--- config.mk ---
export PLATFORM = sky130hd
export DESIGN_NAME = mdu_sequencer
export DESIGN_NICKNAME = d
export VERILOG_FILES = /design/src/rtl/mdu_sequencer.sv
export SDC_FILE = /design/constraint.sdc
export NUM_CORES = 2
export LEC_CHECK = 0
export CORE_MARGIN = 1.5
export CORE_UTILIZATION = 40
export DETAILED_ROUTE_END_ITERATION = 10
export GPL_TIMING_DRIVEN = 0
export REMOVE_ABC_BUFFERS = 1
export SLEW_MARGIN = 20
export SYNTH_ARGS = -nofsm -noshare
export SYNTH_HDL_FRONTEND = slang
export SYNTH_SLANG_ARGS = --single-unit
--- constraint.sdc ---
create_clock -name clk -period 11.1 [get_ports clk]
set_clock_uncertainty 0.15 [all_clocks]
set_input_delay 1.665 -clock clk [delete_from_list [all_inputs] [get_ports clk]]
set_output_delay 1.665 -clock clk [all_outputs]
set_load 0.1 [all_outputs]
--- src/rtl/mdu_sequencer.sv ---
// -----------------------------------------------------------------------------
// mdu_sequencer
//   Multi-cycle multiply/divide unit sequencer with HI/LO result registers.
//   A start in IDLE latches the operation and operands, then the unit stays
//   BUSY for N cycles (5 for mult/multu, 10 for div/divu) and writes HI/LO at
//   the last busy edge. mthi/mtlo write HI/LO directly while idle.
//
//   Optional feature: define MDU_DIV_EN to include divide support. Without it,
//   a start with op=div/divu is a no-op and no divider is built.
//
// Ports
//   clk      in   system clock, rising edge
//   reset    in   synchronous active-high reset
//   start    in   issue the operation selected by op
//   op[1:0]  in   00 mult, 01 multu, 10 div, 11 divu
//   rs_data  in   operand A (multiplicand / dividend)
//   rt_data  in   operand B (multiplier / divisor)
//   mthi     in   write wdata to HI (idle only)
//   mtlo     in   write wdata to LO (idle only)
//   wdata    in   data for mthi/mtlo
//   md_use   in   current instruction uses the unit
//   read_hi  in   rdata select: 1 = HI, 0 = LO
//   busy     out  operation in flight
//   stall    out  busy & md_use
//   hi, lo   out  result registers
//   rdata    out  read_hi ? hi : lo
// -----------------------------------------------------------------------------
module mdu_sequencer (
  input  logic        clk,
  input  logic        reset,
  input  logic        start,
  input  logic [1:0]  op,
  input  logic [31:0] rs_data,
  input  logic [31:0] rt_data,
  input  logic        mthi,
  input  logic        mtlo,
  input  logic [31:0] wdata,
  input  logic        md_use,
  input  logic        read_hi,
  output logic        busy,
  output logic        stall,
  output logic [31:0] hi,
  output logic [31:0] lo,
  output logic [31:0] rdata
);

  typedef enum logic {IDLE = 1'b0, BUSY = 1'b1} state_t;

  state_t      state, state_next;
  logic [3:0]  cnt, cnt_next;
  logic [1:0]  op_q;
  logic [31:0] a_q, b_q;
  logic        op_ok;
  logic        accept;
  logic        done;

  // Only operations actually built into this configuration may start.
`ifdef MDU_DIV_EN
  assign op_ok = 1'b1;
`else
  assign op_ok = ~op[1];
`endif

  assign accept = (state == IDLE) && start && op_ok;
  assign done   = (state == BUSY) && (cnt == 4'd0);

  // ---------------------------------------------------------------------------
  // FSM
  // ---------------------------------------------------------------------------
  // NOTE: every signal driven here gets a default first so no path leaves it
  // unassigned, which would otherwise infer a latch.
  always_comb begin
    state_next = state;
    cnt_next   = cnt;
    case (state)
      IDLE: begin
        if (accept) begin
          state_next = BUSY;
          cnt_next   = op[1] ? 4'd9 : 4'd4;  // N-1 so busy lasts N cycles
        end
      end
      BUSY: begin
        if (cnt == 4'd0) state_next = IDLE;
        else             cnt_next   = cnt - 4'd1;
      end
      default: state_next = IDLE;
    endcase
  end

  // NOTE: sequential state uses non-blocking assignments so every register
  // samples pre-edge values regardless of statement order.
  always_ff @(posedge clk) begin
    if (reset) begin
      state <= IDLE;
      cnt   <= 4'd0;
    end else begin
      state <= state_next;
      cnt   <= cnt_next;
    end
  end

  always_ff @(posedge clk) begin
    if (reset) begin
      op_q <= 2'b00;
      a_q  <= 32'd0;
      b_q  <= 32'd0;
    end else if (accept) begin
      op_q <= op;
      a_q  <= rs_data;
      b_q  <= rt_data;
    end
  end

  // ---------------------------------------------------------------------------
  // Datapath (from latched operands; used only at the finishing edge)
  // ---------------------------------------------------------------------------
  logic        sgn;
  logic [63:0] mul_a, mul_b, product;

  assign sgn = ~op_q[0];

  // Sign- or zero-extend to 64 bits; the low 64 bits of the product are then
  // the correct signed or unsigned result.
  assign mul_a   = {{32{sgn & a_q[31]}}, a_q};
  assign mul_b   = {{32{sgn & b_q[31]}}, b_q};
  assign product = mul_a * mul_b;

`ifdef MDU_DIV_EN
  logic        a_neg, b_neg;
  logic [31:0] a_mag, b_mag, q_mag, r_mag, quot, rem;

  // Divide magnitudes, then restore signs: quotient truncates toward zero,
  // remainder follows the dividend.
  assign a_neg = sgn & a_q[31];
  assign b_neg = sgn & b_q[31];
  assign a_mag = a_neg ? (32'd0 - a_q) : a_q;
  assign b_mag = b_neg ? (32'd0 - b_q) : b_q;
  assign q_mag = a_mag / b_mag;
  assign r_mag = a_mag % b_mag;
  assign quot  = (a_neg ^ b_neg) ? (32'd0 - q_mag) : q_mag;
  assign rem   = a_neg ? (32'd0 - r_mag) : r_mag;
`endif

  // ---------------------------------------------------------------------------
  // HI/LO registers
  // ---------------------------------------------------------------------------
  always_ff @(posedge clk) begin
    if (reset) begin
      hi <= 32'd0;
      lo <= 32'd0;
    end else if (done) begin
      if (!op_q[1]) begin
        hi <= product[63:32];
        lo <= product[31:0];
      end
`ifdef MDU_DIV_EN
      else if (b_q != 32'd0) begin  // divide by zero leaves HI/LO untouched
        hi <= rem;
        lo <= quot;
      end
`endif
    end else if ((state == IDLE) && !start) begin
      // start wins over mthi/mtlo issued in the same cycle
      if (mthi) hi <= wdata;
      if (mtlo) lo <= wdata;
    end
  end

  assign busy  = (state == BUSY);
  assign stall = busy & md_use;
  assign rdata = read_hi ? hi : lo;

endmodule

==> qor.txt <==
r2r setup slk = 1080 ps
Seq/Total Area, Yosys = 6.16%
setup violators final = 0
initial antenna violation count = 8
synth-to-layout area growth = 11.3%
placed cell area = 0.0482 mm^2
ys async rst share = 0%
Post-DP HPWL = 111000 um
Worst setup EP type = register
Synth Flop Type = dfxtp_1
Multi-input gate area = 0.0357 mm^2
Final ANT Viol Nets = 0
die area = 0.112 mm^2
Post-synth EDFFs = 0
period utilization = 90.2%
Syn Inst Count = 4932
clock sink total = 135
vias in the first global route = 35800
gr usage total = 25.1%
I/O pin total = 203
first-pass GRT wire length = 212000 um
grt met3 use = 4.91%
CP max stage cell = fa_1
share of cells above drive strength 1 = 5.12%
final setup margin = 1080 ps
Core Area = 0.109 mm^2
Most Crowded Layer GR = met2
final core occ = 44.9%
site row count = 121
grt ovf = 0
Final Cell Area = 0.0488 mm^2
Port Buffers = 202
GR Layer Usage met1 = 32.5%
P_leak = 23.2 nW
endpoints failing hold = 0
worst vdd ir = 0.000114 V
FMAX = 99.8 MHz
CTS buffer count = 17
# Post-CTS Setup Buffers = 0
Vias/cell = 5.24
worst stage delay on the critical path = 920 ps
post_cts resized = 0
status = finished, final reports clean
First-pass DRT Iterations = 5
Clock Path Buffers = 2
worst min path class = reg2reg
Ys Warns = 0
Maximum Capacitance Violations = 0
Final Max Tran Viols = 0
clock root buffer = clkbuf_16
die height = 334 um
largest net degree at the start of global routing = 65
Starting Density = 40.3%
grt met2 use = 41.9%
chip width = 334 um
H-tree Lvls = 4
FF+latch area = 0.00278 mm^2
Crit Path Category = reg2reg
RSZ-0062 raised after global routing = no
initial DRC count = 2064
Final min period = 10020 ps
pre-CTS setup slack = 1130 ps
drt wl/cell = 21.0 um
Vias = 33300
CP startpoint kind = register
worst path required time = 11310 ps
Post-Syn Area per Cell = 8.89 um^2
CTS tree = yes
Crit Path Max Fanout = 30
FF+latch count, synth = 135
worst slew margin relative to its limit = 29.5%
Placer Congestion = 0.946
Crit path top cell by count = fa_1
synth unique cells = 76
Power Density = 56.2 mW/mm^2
slew of the pin with the lowest slew margin = 1050 ps
Skew-Pair Late Insertion Delay = 520 ps
CTS clk-pin slew, worst paths = 80 ps
crit path DAT = 10230 ps
Final nets = 6376
DRT Wirelength = 133000 um
Post-CTS Hold Buffers = 0
Post-Syn Area = 0.0438 mm^2
Post-route DRC = 0
Fillers = 10700
[Yosys cell counts (4+ instances only)]
| cell | n | share of area (%) |
|---|---|---|
| and2_1 | 368 | 5.3 |
| nor4_1 | 4 | 0.057 |
| a211o_1 | 4 | 0.080 |
| fa_1 | 1125 | 51 |
| inv_1 | 1133 | 9.7 |
| o211ai_1 | 9 | 0.15 |
| a21oi_1 | 160 | 1.8 |
| buf_1 | 10 | 0.086 |
| dfxtp_1 | 135 | 6.2 |
| mux2_2 | 32 | 0.82 |
| clkbuf_8 | 9 | 0.28 |
| nand2_1 | 939 | 8.0 |
| ha_1 | 214 | 6.1 |
| a31oi_1 | 32 | 0.46 |
| buf_6 | 6 | 0.15 |
| and3_1 | 7 | 0.10 |
| nor3_1 | 18 | 0.21 |
| a221oi_1 | 9 | 0.18 |
| nand3_1 | 14 | 0.16 |
| o21a_1 | 6 | 0.10 |
| nand4_1 | 16 | 0.23 |
| o21ai_0 | 71 | 0.81 |
| o21bai_1 | 19 | 0.33 |
| a211oi_1 | 13 | 0.22 |
| a21o_1 | 31 | 0.53 |
| o21ai_1 | 11 | 0.13 |
| nand2b_1 | 5 | 0.071 |
| buf_2 | 5 | 0.057 |
| xor2_1 | 24 | 0.48 |
| nor2_1 | 101 | 0.86 |
| a311oi_1 | 16 | 0.32 |
| xnor2_1 | 49 | 0.98 |
| or2_2 | 11 | 0.16 |
| clkbuf_1 | 265 | 2.3 |
[where the power goes]
group	total (mW)	internal (mW)	switching, mW
combinational	1.48	0.480	0.999
sequential	0.608	0.520	0.0873
clock	0.656	0.346	0.311
total	2.74	1.35	1.40
[layout by cell type, fill, tap and decap left out, types with 7 or more instances in the layout]
cell type and count:
a211oi_1 13, a21o_1 31, a21oi_1 160, a221oi_1 9, a311oi_1 15, a31oi_1 32, and2_1 367, and3_1 7
buf_12 45, buf_16 27, clkbuf_16 17, clkdlybuf4s50_1 198, dfxtp_1 71, dfxtp_2 64, fa_1 1124, ha_1 214
inv_1 1132, mux2_2 32, nand2_1 938, nand3_1 14, nand4_1 16, nor2_1 101, nor3_1 18, o211ai_1 9
o21ai_0 70, o21ai_1 10, o21bai_1 19, or2_2 11, xnor2_1 49, xor2_1 24
[sequential cells by signal, indices dropped and copies added (netlist names)]
| signal | flops |
|---|---|
| cnt | 4 |
| busy | 1 |
| hi | 32 |
| a_q | 32 |
| b_q | 32 |
| op_q | 2 |
| lo | 32 |
[per-stage QoR]
step,hold slack [ps],TNS [ps],power [mW],std cells
floorplan,310,0,1.49,4635
global placement,306,-8950,2.01,6251
detailed placement,309,0,2.08,6327
CTS,318,0,2.76,6359
global route,352,0,2.89,6359
finish,318,0,2.74,6361
[critical path, delay by kind of cell, from the launching register on]
family | cells | cell delay, ps
DFF | 1 | 460
xor gates and xnor gates | 1 | 220
buffers and inverters | 7 | 1210
adders and majority gates | 9 | 4810
and+or+nand+nor | 7 | 2100
AOI/OAI and AO/OA | 4 | 870
[logic make-up after synthesis]
group	count (synthesis)	synth area share, %
multiplexers	32	0.822
AO/OA/AOI/OAI	409	5.78
adder cells (fa/ha/maj)	1339	57.5
flip-flops	135	6.16
buffers and inverters	1432	12.6
XOR/XNOR	73	1.46
AND/OR/NAND/NOR	1512	15.7
[layout make-up]
| cell class | count | share of cell area [%] |
|---|---|---|
| multi-input cells | 3365 | 73.1 |
| flip-flops and latches | 135 | 5.70 |
| well taps | 1414 | 3.62 |
| clock buffers | 17 | 0.871 |
| diodes | 2 | 0.0103 |
| clock inverters | 15 | 0.413 |
| inverters | 1135 | 8.73 |
| repair buffers | 278 | 7.58 |
[worst paths after layout]
check / startpoint / endpoint / cells past startpoint
hold reg to reg: lo[7] / lo[7] / 2
setup reg to reg: a_q[31] / hi[30] / 28
hold / removal: lo[7] / lo[7] / 2
setup / recovery: a_q[31] / hi[30] / 28
[metal layers]
metal / wire [um] / part of all wire (%) / up-vias
li1: - / - / 14400
met1: 54000 / 40 / 17600
met2: 64300 / 48 / 1125
met3: 10100 / 7.6 / 253
met4: 4880 / 3.7 / 8
met5: 62 / 0.046 / -
No activity file was read; power rests on OpenSTA's default activity.
